## config.mk

```make
export PLATFORM = sky130hd
export DESIGN_NAME = mp_fifo_enq_sched_flat
export DESIGN_NICKNAME = d
export VERILOG_FILES = /design/src/rtl/mp_fifo_enq_sched_pkg.sv /design/src/rtl/mp_fifo_enq_sched_if.sv /design/src/rtl/mp_fifo_enq_sched_circ_multi_pick.sv /design/src/rtl/mp_fifo_enq_sched.sv /design/src/flat_wrapper.sv
export SDC_FILE = /design/constraint.sdc
export NUM_CORES = 1
export LEC_CHECK = 0
export ABC_AREA = 1
export CAP_MARGIN = 0
export CELL_PAD_IN_SITES_DETAIL_PLACEMENT = 2
export CELL_PAD_IN_SITES_GLOBAL_PLACEMENT = 2
export CORE_MARGIN = 2
export CORE_UTILIZATION = 33
export DETAILED_ROUTE_END_ITERATION = 10
export PLACE_DENSITY_LB_ADDON = 0.1
export SYNTH_ARGS = -nofsm -noshare
export SYNTH_HDL_FRONTEND = slang
export SYNTH_SLANG_ARGS = --single-unit
```

## constraint.sdc

```tcl
create_clock -name clk -period 10.6 [get_ports clk]
set_clock_uncertainty 0.1 [all_clocks]
set_input_delay 2.12 -clock clk [delete_from_list [all_inputs] [get_ports clk]]
set_output_delay 2.12 -clock clk [all_outputs]
set_load 0.01 [all_outputs]
```

## src/rtl/mp_fifo_enq_sched_pkg.sv

```systemverilog
// rtl/mp_fifo_enq_sched_pkg.sv - shared widths and lane select record for the enqueue scheduler
package mp_fifo_sched_pkg;

    // Wide enough for any requester index the scheduler is expected to see.
    localparam int IDX_W = 8;

    typedef struct packed {
        logic             vld;
        logic [IDX_W-1:0] idx;
    } lane_sel_t;

    function automatic int ptr_w(input int n);
        return (n > 1) ? $clog2(n) : 1;
    endfunction

    function automatic int wait_w(input int m);
        return $clog2(m + 1);
    endfunction

endpackage

```

## src/rtl/mp_fifo_enq_sched_if.sv

```systemverilog
// rtl/mp_fifo_enq_sched_if.sv - requester/FIFO-lane bundle: master drives requests, lane ready and flush; slave is the scheduler
interface mp_fifo_enq_sched_if #(
    parameter int REQ_NUM       = 6,
    parameter int ENQ_WIDTH     = 4,
    parameter int PAYLOAD_WIDTH = 2
);
    logic [REQ_NUM-1:0]                 req_vld_i;
    logic [REQ_NUM*PAYLOAD_WIDTH-1:0]   req_payload_i;
    logic [REQ_NUM-1:0]                 req_rdy_o;
    logic [ENQ_WIDTH-1:0]               lane_vld_o;
    logic [ENQ_WIDTH*PAYLOAD_WIDTH-1:0] lane_payload_o;
    logic [ENQ_WIDTH-1:0]               lane_rdy_i;
    logic                               flush_i;

    modport master (
        output req_vld_i, req_payload_i, lane_rdy_i, flush_i,
        input  req_rdy_o, lane_vld_o, lane_payload_o
    );

    modport slave (
        input  req_vld_i, req_payload_i, lane_rdy_i, flush_i,
        output req_rdy_o, lane_vld_o, lane_payload_o
    );

endinterface

```

## src/rtl/mp_fifo_enq_sched_circ_multi_pick.sv

```systemverilog
// rtl/mp_fifo_enq_sched_circ_multi_pick.sv - first N set bits of a mask in circular order from a start pointer
module circ_multi_pick
    import mp_fifo_sched_pkg::*;
#(
    parameter int N_REQ  = 6,
    parameter int N_PICK = 4,
    localparam int PTR_W = ptr_w(N_REQ),
    localparam int CNT_W = $clog2(N_PICK + 1)
) (
    input  logic [N_REQ-1:0] mask_i,
    input  logic [PTR_W-1:0] start_i,
    output lane_sel_t        sel_o [N_PICK],
    output logic [CNT_W-1:0] cnt_o
);

    logic [2*N_REQ-1:0] dbl_mask;
    int                 rank;
    int                 idx;

    // Rotating a doubled copy puts circular position i at bit i, so the
    // scan below only ever uses constant bit selects.
    always_comb begin
        dbl_mask = {mask_i, mask_i} >> start_i;
        rank     = 0;
        idx      = 0;
        for (int k = 0; k < N_PICK; k++) begin
            sel_o[k] = '0;
        end
        for (int i = 0; i < N_REQ; i++) begin
            idx = int'(start_i) + i;
            if (idx >= N_REQ) begin
                idx = idx - N_REQ;
            end
            if (dbl_mask[i]) begin
                for (int k = 0; k < N_PICK; k++) begin
                    if (rank == k) begin
                        sel_o[k].vld = 1'b1;
                        sel_o[k].idx = IDX_W'(idx);
                    end
                end
                if (rank < N_PICK) begin
                    rank = rank + 1;
                end
            end
        end
        cnt_o = CNT_W'(rank);
    end

endmodule

```

## src/rtl/mp_fifo_enq_sched.sv

```systemverilog
// rtl/mp_fifo_enq_sched.sv - round-robin aging scheduler onto multi-port FIFO enqueue lanes; perf counters under MP_FIFO_ENQ_SCHED_PERF_EN
module mp_fifo_enq_sched
    import mp_fifo_sched_pkg::*;
#(
    parameter int REQ_NUM       = 6,
    parameter int ENQ_WIDTH     = 4,
    parameter int PAYLOAD_WIDTH = 2,
    parameter int MAX_WAIT      = 7
) (
    input  logic                clk,
    input  logic                rst,
    mp_fifo_enq_sched_if.slave  bus
`ifdef MP_FIFO_ENQ_SCHED_PERF_EN
    ,
    output logic [31:0]         perf_stall_cnt_o,
    output logic [31:0]         perf_urgent_cnt_o
`endif
);

    localparam int PTR_W  = ptr_w(REQ_NUM);
    localparam int WAIT_W = wait_w(MAX_WAIT);
    localparam int CNT_W  = $clog2(ENQ_WIDTH + 1);

    logic [PTR_W-1:0]  rr_ptr_q, rr_ptr_d;
    logic [WAIT_W-1:0] wait_cnt_q [REQ_NUM];
    logic [WAIT_W-1:0] wait_cnt_d [REQ_NUM];

    logic [REQ_NUM-1:0] urgent;
    logic [REQ_NUM-1:0] urg_mask;
    logic [REQ_NUM-1:0] non_mask;
    logic [REQ_NUM-1:0] fire;

    lane_sel_t          u_sel    [ENQ_WIDTH];
    lane_sel_t          n_sel    [ENQ_WIDTH];
    lane_sel_t          lane_sel [ENQ_WIDTH];
    logic [CNT_W-1:0]   u_cnt;
    logic [CNT_W-1:0]   n_cnt;

    logic               any_fire;
    logic [IDX_W-1:0]   last_idx;
    int                 nxt_ptr;

    always_comb begin
        for (int r = 0; r < REQ_NUM; r++) begin
            urgent[r] = (wait_cnt_q[r] == WAIT_W'(MAX_WAIT));
        end
        urg_mask = bus.req_vld_i & urgent;
        non_mask = bus.req_vld_i & ~urgent;
    end

    circ_multi_pick #(.N_REQ(REQ_NUM), .N_PICK(ENQ_WIDTH)) u_pick_urgent (
        .mask_i  (urg_mask),
        .start_i (rr_ptr_q),
        .sel_o   (u_sel),
        .cnt_o   (u_cnt)
    );

    circ_multi_pick #(.N_REQ(REQ_NUM), .N_PICK(ENQ_WIDTH)) u_pick_normal (
        .mask_i  (non_mask),
        .start_i (rr_ptr_q),
        .sel_o   (n_sel),
        .cnt_o   (n_cnt)
    );

    // Urgent picks occupy lanes 0..u_cnt-1; normal picks fill the rest in order.
    always_comb begin
        for (int k = 0; k < ENQ_WIDTH; k++) begin
            lane_sel[k] = '0;
            if (k < int'(u_cnt)) begin
                lane_sel[k] = u_sel[k];
            end else begin
                for (int j = 0; j < ENQ_WIDTH; j++) begin
                    if (j + int'(u_cnt) == k) begin
                        lane_sel[k] = n_sel[j];
                    end
                end
            end
        end
    end

    // Lanes are offered regardless of lane_rdy_i; ready only gates the grant.
    // The highest fired lane is the last fired requester in candidate order.
    always_comb begin
        bus.lane_vld_o     = '0;
        bus.lane_payload_o = '0;
        bus.req_rdy_o      = '0;
        any_fire           = 1'b0;
        last_idx           = '0;
        for (int k = 0; k < ENQ_WIDTH; k++) begin
            if (lane_sel[k].vld && !bus.flush_i) begin
                bus.lane_vld_o[k] = 1'b1;
                for (int r = 0; r < REQ_NUM; r++) begin
                    if (lane_sel[k].idx == IDX_W'(r)) begin
                        bus.lane_payload_o[k*PAYLOAD_WIDTH +: PAYLOAD_WIDTH] =
                            bus.req_payload_i[r*PAYLOAD_WIDTH +: PAYLOAD_WIDTH];
                        bus.req_rdy_o[r] = bus.lane_rdy_i[k];
                    end
                end
                if (bus.lane_rdy_i[k]) begin
                    any_fire = 1'b1;
                    last_idx = lane_sel[k].idx;
                end
            end
        end
        fire = bus.req_vld_i & bus.req_rdy_o;
    end

    always_comb begin
        nxt_ptr = int'(last_idx) + 1;
        if (nxt_ptr >= REQ_NUM) begin
            nxt_ptr = 0;
        end
        rr_ptr_d = rr_ptr_q;
        if (bus.flush_i) begin
            rr_ptr_d = '0;
        end else if (any_fire) begin
            rr_ptr_d = PTR_W'(nxt_ptr);
        end
        for (int r = 0; r < REQ_NUM; r++) begin
            wait_cnt_d[r] = '0;
            if (!bus.flush_i && bus.req_vld_i[r] && !fire[r]) begin
                wait_cnt_d[r] = urgent[r] ? wait_cnt_q[r] : wait_cnt_q[r] + 1'b1;
            end
        end
    end

    always_ff @(posedge clk or negedge rst) begin
        if (!rst) begin
            rr_ptr_q <= '0;
            for (int r = 0; r < REQ_NUM; r++) begin
                wait_cnt_q[r] <= '0;
            end
        end else begin
            rr_ptr_q <= rr_ptr_d;
            for (int r = 0; r < REQ_NUM; r++) begin
                wait_cnt_q[r] <= wait_cnt_d[r];
            end
        end
    end

`ifdef MP_FIFO_ENQ_SCHED_PERF_EN
    logic [31:0] perf_stall_q, perf_stall_d;
    logic [31:0] perf_urgent_q, perf_urgent_d;

    // Flush cycles with pending requests count as stalls; flush never clears these.
    always_comb begin
        perf_stall_d  = perf_stall_q;
        perf_urgent_d = perf_urgent_q;
        if ((|bus.req_vld_i) && !any_fire) begin
            perf_stall_d = perf_stall_q + 32'd1;
        end
        for (int r = 0; r < REQ_NUM; r++) begin
            if (fire[r] && urgent[r]) begin
                perf_urgent_d = perf_urgent_d + 32'd1;
            end
        end
    end

    always_ff @(posedge clk or negedge rst) begin
        if (!rst) begin
            perf_stall_q  <= '0;
            perf_urgent_q <= '0;
        end else begin
            perf_stall_q  <= perf_stall_d;
            perf_urgent_q <= perf_urgent_d;
        end
    end

    assign perf_stall_cnt_o  = perf_stall_q;
    assign perf_urgent_cnt_o = perf_urgent_q;
`endif

endmodule

```

## src/flat_wrapper.sv

```systemverilog
// flat-port wrapper written by rule: the top's interface ports become plain ports
module mp_fifo_enq_sched_flat import mp_fifo_sched_pkg::*;
#(
    parameter int REQ_NUM       = 6,
    parameter int ENQ_WIDTH     = 4,
    parameter int PAYLOAD_WIDTH = 2,
    parameter int MAX_WAIT      = 7
)
  (clk, rst, bus_req_vld_i, bus_req_payload_i, bus_lane_rdy_i, bus_flush_i, bus_req_rdy_o, bus_lane_vld_o, bus_lane_payload_o);
  mp_fifo_enq_sched_if #(.REQ_NUM(REQ_NUM), .ENQ_WIDTH(ENQ_WIDTH), .PAYLOAD_WIDTH(PAYLOAD_WIDTH)) bus_i ();
  input  logic clk;
  input  logic rst;
  input wire logic [$bits(bus_i.req_vld_i)-1:0] bus_req_vld_i;
  input wire logic [$bits(bus_i.req_payload_i)-1:0] bus_req_payload_i;
  input wire logic [$bits(bus_i.lane_rdy_i)-1:0] bus_lane_rdy_i;
  input wire logic [$bits(bus_i.flush_i)-1:0] bus_flush_i;
  output wire logic [$bits(bus_i.req_rdy_o)-1:0] bus_req_rdy_o;
  output wire logic [$bits(bus_i.lane_vld_o)-1:0] bus_lane_vld_o;
  output wire logic [$bits(bus_i.lane_payload_o)-1:0] bus_lane_payload_o;
  assign bus_i.req_vld_i = bus_req_vld_i;
  assign bus_i.req_payload_i = bus_req_payload_i;
  assign bus_i.lane_rdy_i = bus_lane_rdy_i;
  assign bus_i.flush_i = bus_flush_i;
  assign bus_req_rdy_o = bus_i.req_rdy_o;
  assign bus_lane_vld_o = bus_i.lane_vld_o;
  assign bus_lane_payload_o = bus_i.lane_payload_o;
  mp_fifo_enq_sched #(.REQ_NUM(REQ_NUM), .ENQ_WIDTH(ENQ_WIDTH), .PAYLOAD_WIDTH(PAYLOAD_WIDTH), .MAX_WAIT(MAX_WAIT)) u_core (.clk(clk), .rst(rst), .bus(bus_i));
endmodule
```

---- Word-level counts from Yosys, hierarchy flattened ----
Cells that the tools add are included.
word-level totals
  input bits .............................. 25
  output and inout bits ................... 18
  logic and storage cells ................. 368
  register bits after elaboration ......... 21
cells by class
  shift-type cells ........................ 2
  reduce and logical (&&, ||, !) cells .... 42
  equal/unequal tests ..................... 74
  add/subtract/negate cells ............... 30
  multiplexer cells ....................... 189
  magnitude comparators ................... 20
  bitwise gates (word level) .............. 4
operators by type and width
  cell                                                                    number
  32-bit by 3-bit == test with 1-bit output (second input constant)       26
  9-bit two-way mux                                                       62
  32-bit two-way mux                                                      16
  32-bit logical NOT                                                      14
  32-bit by 2-bit == test with 1-bit output (second input constant)       13
  36-bit two-way mux                                                      10
  32-bit by 4-bit < comparator with 1-bit output (second input constant)  9
  32-bit by 2-bit adder with 32-bit output (second input constant)        8
  8-bit two-way mux                                                       14
  8-bit by 2-bit == test with 1-bit output (second input constant)        8
  8-bit by 3-bit == test with 1-bit output (second input constant)        8
  2-bit two-way mux                                                       28
  3-bit two-way mux                                                       17
  1-bit two-way mux                                                       38
  8-bit by 1-bit == test with 1-bit output (second input constant)        4
  8-bit logical NOT                                                       4
  4-bit by 3-bit subtractor with 5-bit output (second input constant)     5
  3-bit == test (second input constant)                                   8
  6-bit two-way mux                                                       4
  12-bit by 3-bit >> shifter with 6-bit output                            2
  4-bit by 3-bit >= comparator with 1-bit output (second input constant)  5
  3-bit by 1-bit adder with 3-bit output (second input constant)          6
  6-bit AND                                                               3
  1-bit logical AND                                                       16
  17 further kinds                                                        33

---- Logic depth before layout (Yosys ltp) ----
  word-level depth ........................ 38
  gate-level depth with buffers ........... 49

---- By module ----
From an unflattened synthesis, not the netlist that was laid out.
second synthesis, totals
  cells, all modules ...................... 1568
  area total of the unflattened synthesis .. 8491.9 um^2
by module, submodules not included
  module             instances  cells each  seq. area each (um^2)  area each (um^2)
  circ_multi_pick    2          429         0.0                    2347.3
  mp_fifo_enq_sched  1          710         525.5                  3797.4

---- Worst setup path before layout ----
OpenSTA, ideal clock, no wires.
  kind .................................... input to output
  start point ............................. input bus_req_vld_i[4]
  end point ............................... output bus_lane_payload_o[0]
  path buffers ............................ 1
  path slack .............................. 1.421 ns
  arrival ................................. 6.959 ns
  stages .................................. 39
  data required time ...................... 8.380 ns
  cells stage by stage .................... nand2_1 -> nand2_1 -> nand3_1 -> nand3_1 -> nand2_1 -> clkinv_1 -> ha_1 -> inv_1 -> nand3_1 -> nand2_1 -> inv_1 -> ha_1 -> nand3b_1 -> nand2_2 -> inv_1 -> ha_1 -> inv_1 -> nand2_1 -> (+3 left out) -> nand2_1 -> inv_2 -> buf_2 -> ha_1 -> inv_1 -> nor2_1 -> nand3_1 -> nand3_1 -> nand2_1 -> nand2_1 -> nand2_1 -> nor2_1 -> nand3_1 -> o21ai_1 -> a21oi_1 -> o21ai_1 -> o21ai_0 -> a21oi_1
on the way
  word-level cells in the longest chain between the ends .. 32
RTL lines
  element                                                                                                            line                                                                              source
  start: declaration                                                                                                 flat_wrapper.sv:13                                                                input wire logic [$bits(bus_i.req_vld_i)-1:0] bus_req_vld_i;
  6-bit AND                                                                                                          mp_fifo_enq_sched.sv:47                                                           urg_mask = bus.req_vld_i & urgent;
  12-bit by 3-bit >> shifter with 6-bit output                                                                       mp_fifo_enq_sched_circ_multi_pick.sv:23                                           dbl_mask = {mask_i, mask_i} >> start_i;
  1-bit two-way mux                                                                                                  mp_fifo_enq_sched_circ_multi_pick.sv:34                                           if (dbl_mask[i]) begin
  32-bit by 2-bit adder with 32-bit output / 32-bit by 4-bit < comparator with 1-bit output (equally long branches)  mp_fifo_enq_sched_circ_multi_pick.sv:42, mp_fifo_enq_sched_circ_multi_pick.sv:41
  32-bit two-way mux                                                                                                 mp_fifo_enq_sched_circ_multi_pick.sv:41                                           if (rank < N_PICK) begin
  32-bit two-way mux                                                                                                 mp_fifo_enq_sched_circ_multi_pick.sv:34
  32-bit by 2-bit adder with 32-bit output / 32-bit by 4-bit < comparator with 1-bit output (equally long branches)  mp_fifo_enq_sched_circ_multi_pick.sv:42, mp_fifo_enq_sched_circ_multi_pick.sv:41
  32-bit two-way mux                                                                                                 mp_fifo_enq_sched_circ_multi_pick.sv:41
  (+9 left out)                                                                                                      --
  3-bit two-way mux                                                                                                  mp_fifo_enq_sched_circ_multi_pick.sv:34
  1-bit by 3-bit adder with 4-bit output / 32-bit logical NOT (equally long branches)                                mp_fifo_enq_sched.sv:73                                                           if (j + int'(u_cnt) == k) begin
  32-bit logical NOT / 9-bit two-way mux (equally long branches)                                                     mp_fifo_enq_sched.sv:73
  9-bit two-way mux (3 in a row)                                                                                     mp_fifo_enq_sched.sv:73
  9-bit two-way mux *                                                                                                mp_fifo_enq_sched.sv:69                                                           if (k < int'(u_cnt)) begin
  8-bit logical NOT                                                                                                  mp_fifo_enq_sched.sv:93                                                           if (lane_sel[k].idx == IDX_W'(r)) begin
  2-bit two-way mux (6 in a row)                                                                                     mp_fifo_enq_sched.sv:93
  2-bit two-way mux *                                                                                                mp_fifo_enq_sched.sv:90                                                           if (lane_sel[k].vld && !bus.flush_i) begin
  end: declaration                                                                                                   flat_wrapper.sv:19                                                                output wire logic [$bits(bus_i.lane_payload_o)-1:0] bus_lane_payload_o;
Every way passes the cells marked *; elsewhere a longest branch is shown, timed or not.

---- Worst setup path in the final report ----
  start point ............................. input bus_req_vld_i[4]
  end point ............................... output bus_req_rdy_o[0]
on the way
  word-level cells in the longest chain between the ends .. 33
RTL lines
  element                                                                                                            line                                                                              source
  6-bit AND                                                                                                          mp_fifo_enq_sched.sv:47
  12-bit by 3-bit >> shifter with 6-bit output                                                                       mp_fifo_enq_sched_circ_multi_pick.sv:23
  1-bit two-way mux                                                                                                  mp_fifo_enq_sched_circ_multi_pick.sv:34
  32-bit by 2-bit adder with 32-bit output / 32-bit by 4-bit < comparator with 1-bit output (equally long branches)  mp_fifo_enq_sched_circ_multi_pick.sv:42, mp_fifo_enq_sched_circ_multi_pick.sv:41
  32-bit two-way mux                                                                                                 mp_fifo_enq_sched_circ_multi_pick.sv:41
  32-bit two-way mux                                                                                                 mp_fifo_enq_sched_circ_multi_pick.sv:34
  32-bit by 2-bit adder with 32-bit output / 32-bit by 4-bit < comparator with 1-bit output (equally long branches)  mp_fifo_enq_sched_circ_multi_pick.sv:42, mp_fifo_enq_sched_circ_multi_pick.sv:41
  32-bit two-way mux                                                                                                 mp_fifo_enq_sched_circ_multi_pick.sv:41
  (+17 left out)                                                                                                     --
  1-bit two-way mux                                                                                                  mp_fifo_enq_sched.sv:93
  6-bit two-way mux                                                                                                  mp_fifo_enq_sched.sv:90
  1-bit two-way mux                                                                                                  mp_fifo_enq_sched.sv:93
  6-bit two-way mux                                                                                                  mp_fifo_enq_sched.sv:90
  1-bit two-way mux                                                                                                  mp_fifo_enq_sched.sv:93
  6-bit two-way mux                                                                                                  mp_fifo_enq_sched.sv:90
  1-bit two-way mux                                                                                                  mp_fifo_enq_sched.sv:93
  6-bit two-way mux *                                                                                                mp_fifo_enq_sched.sv:90
  end: declaration                                                                                                   flat_wrapper.sv:17                                                                output wire logic [$bits(bus_i.req_rdy_o)-1:0] bus_req_rdy_o;
Marks and branches as above.

==> impl_metrics.env <==
export IMPL_wl_met3_um=737
export IMPL_std_cell_rows=54
export IMPL_place_gp_congestion=0.908
export IMPL_io_pins=43
export IMPL_coreArea_mm2=0.0220
export IMPL_antenna_left=0
export IMPL_place_inst=1624
export IMPL_top_layer_used="met5"
export IMPL_clockRootBuffer="clkbuf_16"
export IMPL_dieWidth_um=154
export IMPL_async_flop_share_pct=100
export IMPL_synthDistinctLibCells=53
export IMPL_syn_num_nets=1385
export IMPL_cts_buffer_depth=2
export IMPL_die_area_mm2=0.0238
export IMPL_fin_cells=1646
export IMPL_drc=0
export IMPL_grt_usage_pct=28.9
export IMPL_slowest_delay_ns=0.54
export IMPL_clock_latency_ns=0.25
export IMPL_numPortBuffers=42
export IMPL_timing_final_crit_period_ns=10.25
export IMPL_max_cap_viol_count=0
export IMPL_n_antenna_cell=0
export IMPL_critical_path_arrival_ns=8.03
export IMPL_cts_inserted_buffers=3
export IMPL_yosys_warnings=0
export IMPL_worst_hold_slack_ns=0.451
export IMPL_hpwl_um=29000
export IMPL_synth_edff_count=0
export IMPL_start_kind="primary input"
export IMPL_drt_first_pass_iters=5
export IMPL_drtIter0Drc=443
export IMPL_syn2layout_area_growth_pct=17.3
export IMPL_die_y_um=154
export IMPL_final_util_pct=39.8
export IMPL_cts_tree="yes"
export IMPL_fmax_mhz=97.6
export IMPL_cts_sink_count=21
export IMPL_period_share_pct=96.7
export IMPL_synth_area_mm2=0.00745
export IMPL_final_common_cell="nand2_1"
export IMPL_drv_slew=0
export IMPL_crit_fanout=10
export IMPL_htree_levels=1
export IMPL_syn_avg_cell_area_um2=5.74
export IMPL_maxSlewHeadroom_pct=30.9
export IMPL_crit_top_cell="nand2_1"
export IMPL_slowest_stage="clkdlybuf4s50_1"
export IMPL_status="finished clean"
export IMPL_yosysSeqAreaShare_pct=7.05
export IMPL_grt_pass1_vias=9645
export IMPL_cts_reportedPaths_clkPinSlew_ns=0.05
export IMPL_synthCells=1298
export IMPL_via_count=9154
export IMPL_ctsHoldBuffers=0
export IMPL_wire_per_inst_um=21.3
export IMPL_fin_nets=1454
export IMPL_grt_remaining_overflow=0
export IMPL_setup_viol=0
export IMPL_path_class="primary input to primary output"
export IMPL_tightest_slew_ns=1.03
export IMPL_start_util_pct=33.9
export IMPL_grt_max_degree=38
export IMPL_mostFrequentLayoutCells="nand2_1 (383), nand3_1 (177), inv_1 (134), nor2_1 (96), ha_1 (58)"
export IMPL_min_path_type="register to register"
export IMPL_critPathCaptureType="primary output"
export IMPL_required_ns=8.38
export IMPL_ys_ff_latch=21
export IMPL_wl_met2_um=17400
export IMPL_nFillCells=2817
export IMPL_antenna_found_initial=1
export IMPL_postRouteWirelength_um=35100
export IMPL_grt_pass1_wl_um=54100
export IMPL_drt_met1_wl_um=15600
export IMPL_viasPerCell=5.56
export IMPL_synth_main_ff_cell="dfrtp_1"
export IMPL_final_hold_viol_count=0
export IMPL_drive_gt1_share_pct=16.8
stage by stage:
stage,worst slack (ns),TNS (ns),area [um^2]
finish,0.354,0,8740
global route,-0.117,-0.404,8740
CTS,0.00323,0,8370
detailed placement,-0.112,-0.436,8280
global placement,0.157,0,8280
floorplan,1.42,0,7450
flip-flops by register name, summed over array words and instances (netlist names):
name,cells
u_core.wait_cnt_q,18
u_core.rr_ptr_q,3
cell type report:
| cell class | instances | area, um^2 | area share [%] |
|---|---|---|---|
| clock buffer | 4 | 78.8 | 0.902 |
| inverter | 162 | 618 | 7.07 |
| timing repair buffer | 92 | 821 | 9.39 |
| tap | 280 | 350 | 4.01 |
| multi-input combinational | 1087 | 6340 | 72.6 |
| sequential | 21 | 526 | 6.01 |
critical path: cells and delay by family:
kind,cells,cell delay (ns)
buffers and inverters,11,1.77
AND/OR/NAND/NOR,24,2.61
adder cells (fa/ha/maj),5,1.53
logic make-up (layout without fill, tap and decap cells):
| family | after synthesis | after routing | share of synthesized area (%) |
|---|---|---|---|
| AOI/OAI and AO/OA | 172 | 172 | 13.8 |
| adders and majority gates | 62 | 62 | 10.6 |
| muxes | 12 | 12 | 1.61 |
| DFF | 21 | 21 | 7.05 |
| and+or+nand+nor | 828 | 828 | 54.7 |
| xor gates and xnor gates | 13 | 13 | 1.63 |
| buffers and inverters | 190 | 258 | 10.6 |
metal layers:
layer	vias up	GRT usage, %
met3	69	1.06
li1	4399	-
met4	2	10.7
met1	4508	37.2
met2	176	51.5
met5	-	0
cell usage after synthesis (all sizes together), types with 2 or more instances:
master | count | area (um^2)
a211oi | 2 | 15.0
buf | 22 | 154
a31oi | 2 | 12.5
inv | 160 | 606
o221ai | 8 | 70.1
nor3 | 12 | 92.6
ha | 60 | 751
nor2 | 127 | 597
nand4 | 18 | 119
o21ai | 82 | 429
xor2 | 12 | 113
dfrtp | 21 | 526
nand2 | 442 | 1840
fa | 2 | 40.0
nand3 | 216 | 1330
nand3b | 8 | 63.8
clkbuf | 6 | 22.5
mux2i | 12 | 120
a21oi | 49 | 272
clkinv | 2 | 7.51
o211ai | 20 | 150
or2 | 3 | 21.3
o22ai | 5 | 31.3
repair_timing:
item,CTS,global route
pin swaps,1,13
gates resized for setup,5,67
buffers inserted,1,17
setup endpoints to repair,9,14
final timing paths:
kind	startpoint	endpoint	slack [ns]	depth (start not counted)
worst max-delay path	bus_req_vld_i[4]	bus_req_rdy_o[0]	0.35	40
worst min-delay path	u_core.wait_cnt_q[16]$_DFFE_PN0P_	u_core.wait_cnt_q[16]$_DFFE_PN0P_	0.45	2
worst max register to register	u_core.wait_cnt_q[15]$_DFFE_PN0P_	u_core.rr_ptr_q[1]$_DFFE_PN0P_	3.59	43
worst min register to register	u_core.wait_cnt_q[16]$_DFFE_PN0P_	u_core.wait_cnt_q[16]$_DFFE_PN0P_	0.45	2
max in group asynchronous	rst	u_core.wait_cnt_q[7]$_DFFE_PN0P_	7.54	1
min in group asynchronous	rst	u_core.wait_cnt_q[2]$_DFFE_PN0P_	2.29	1
Power is left out: the tool's default activity adds up to more than one toggle a clock period on the data nets, which glitch-free logic cannot reach.
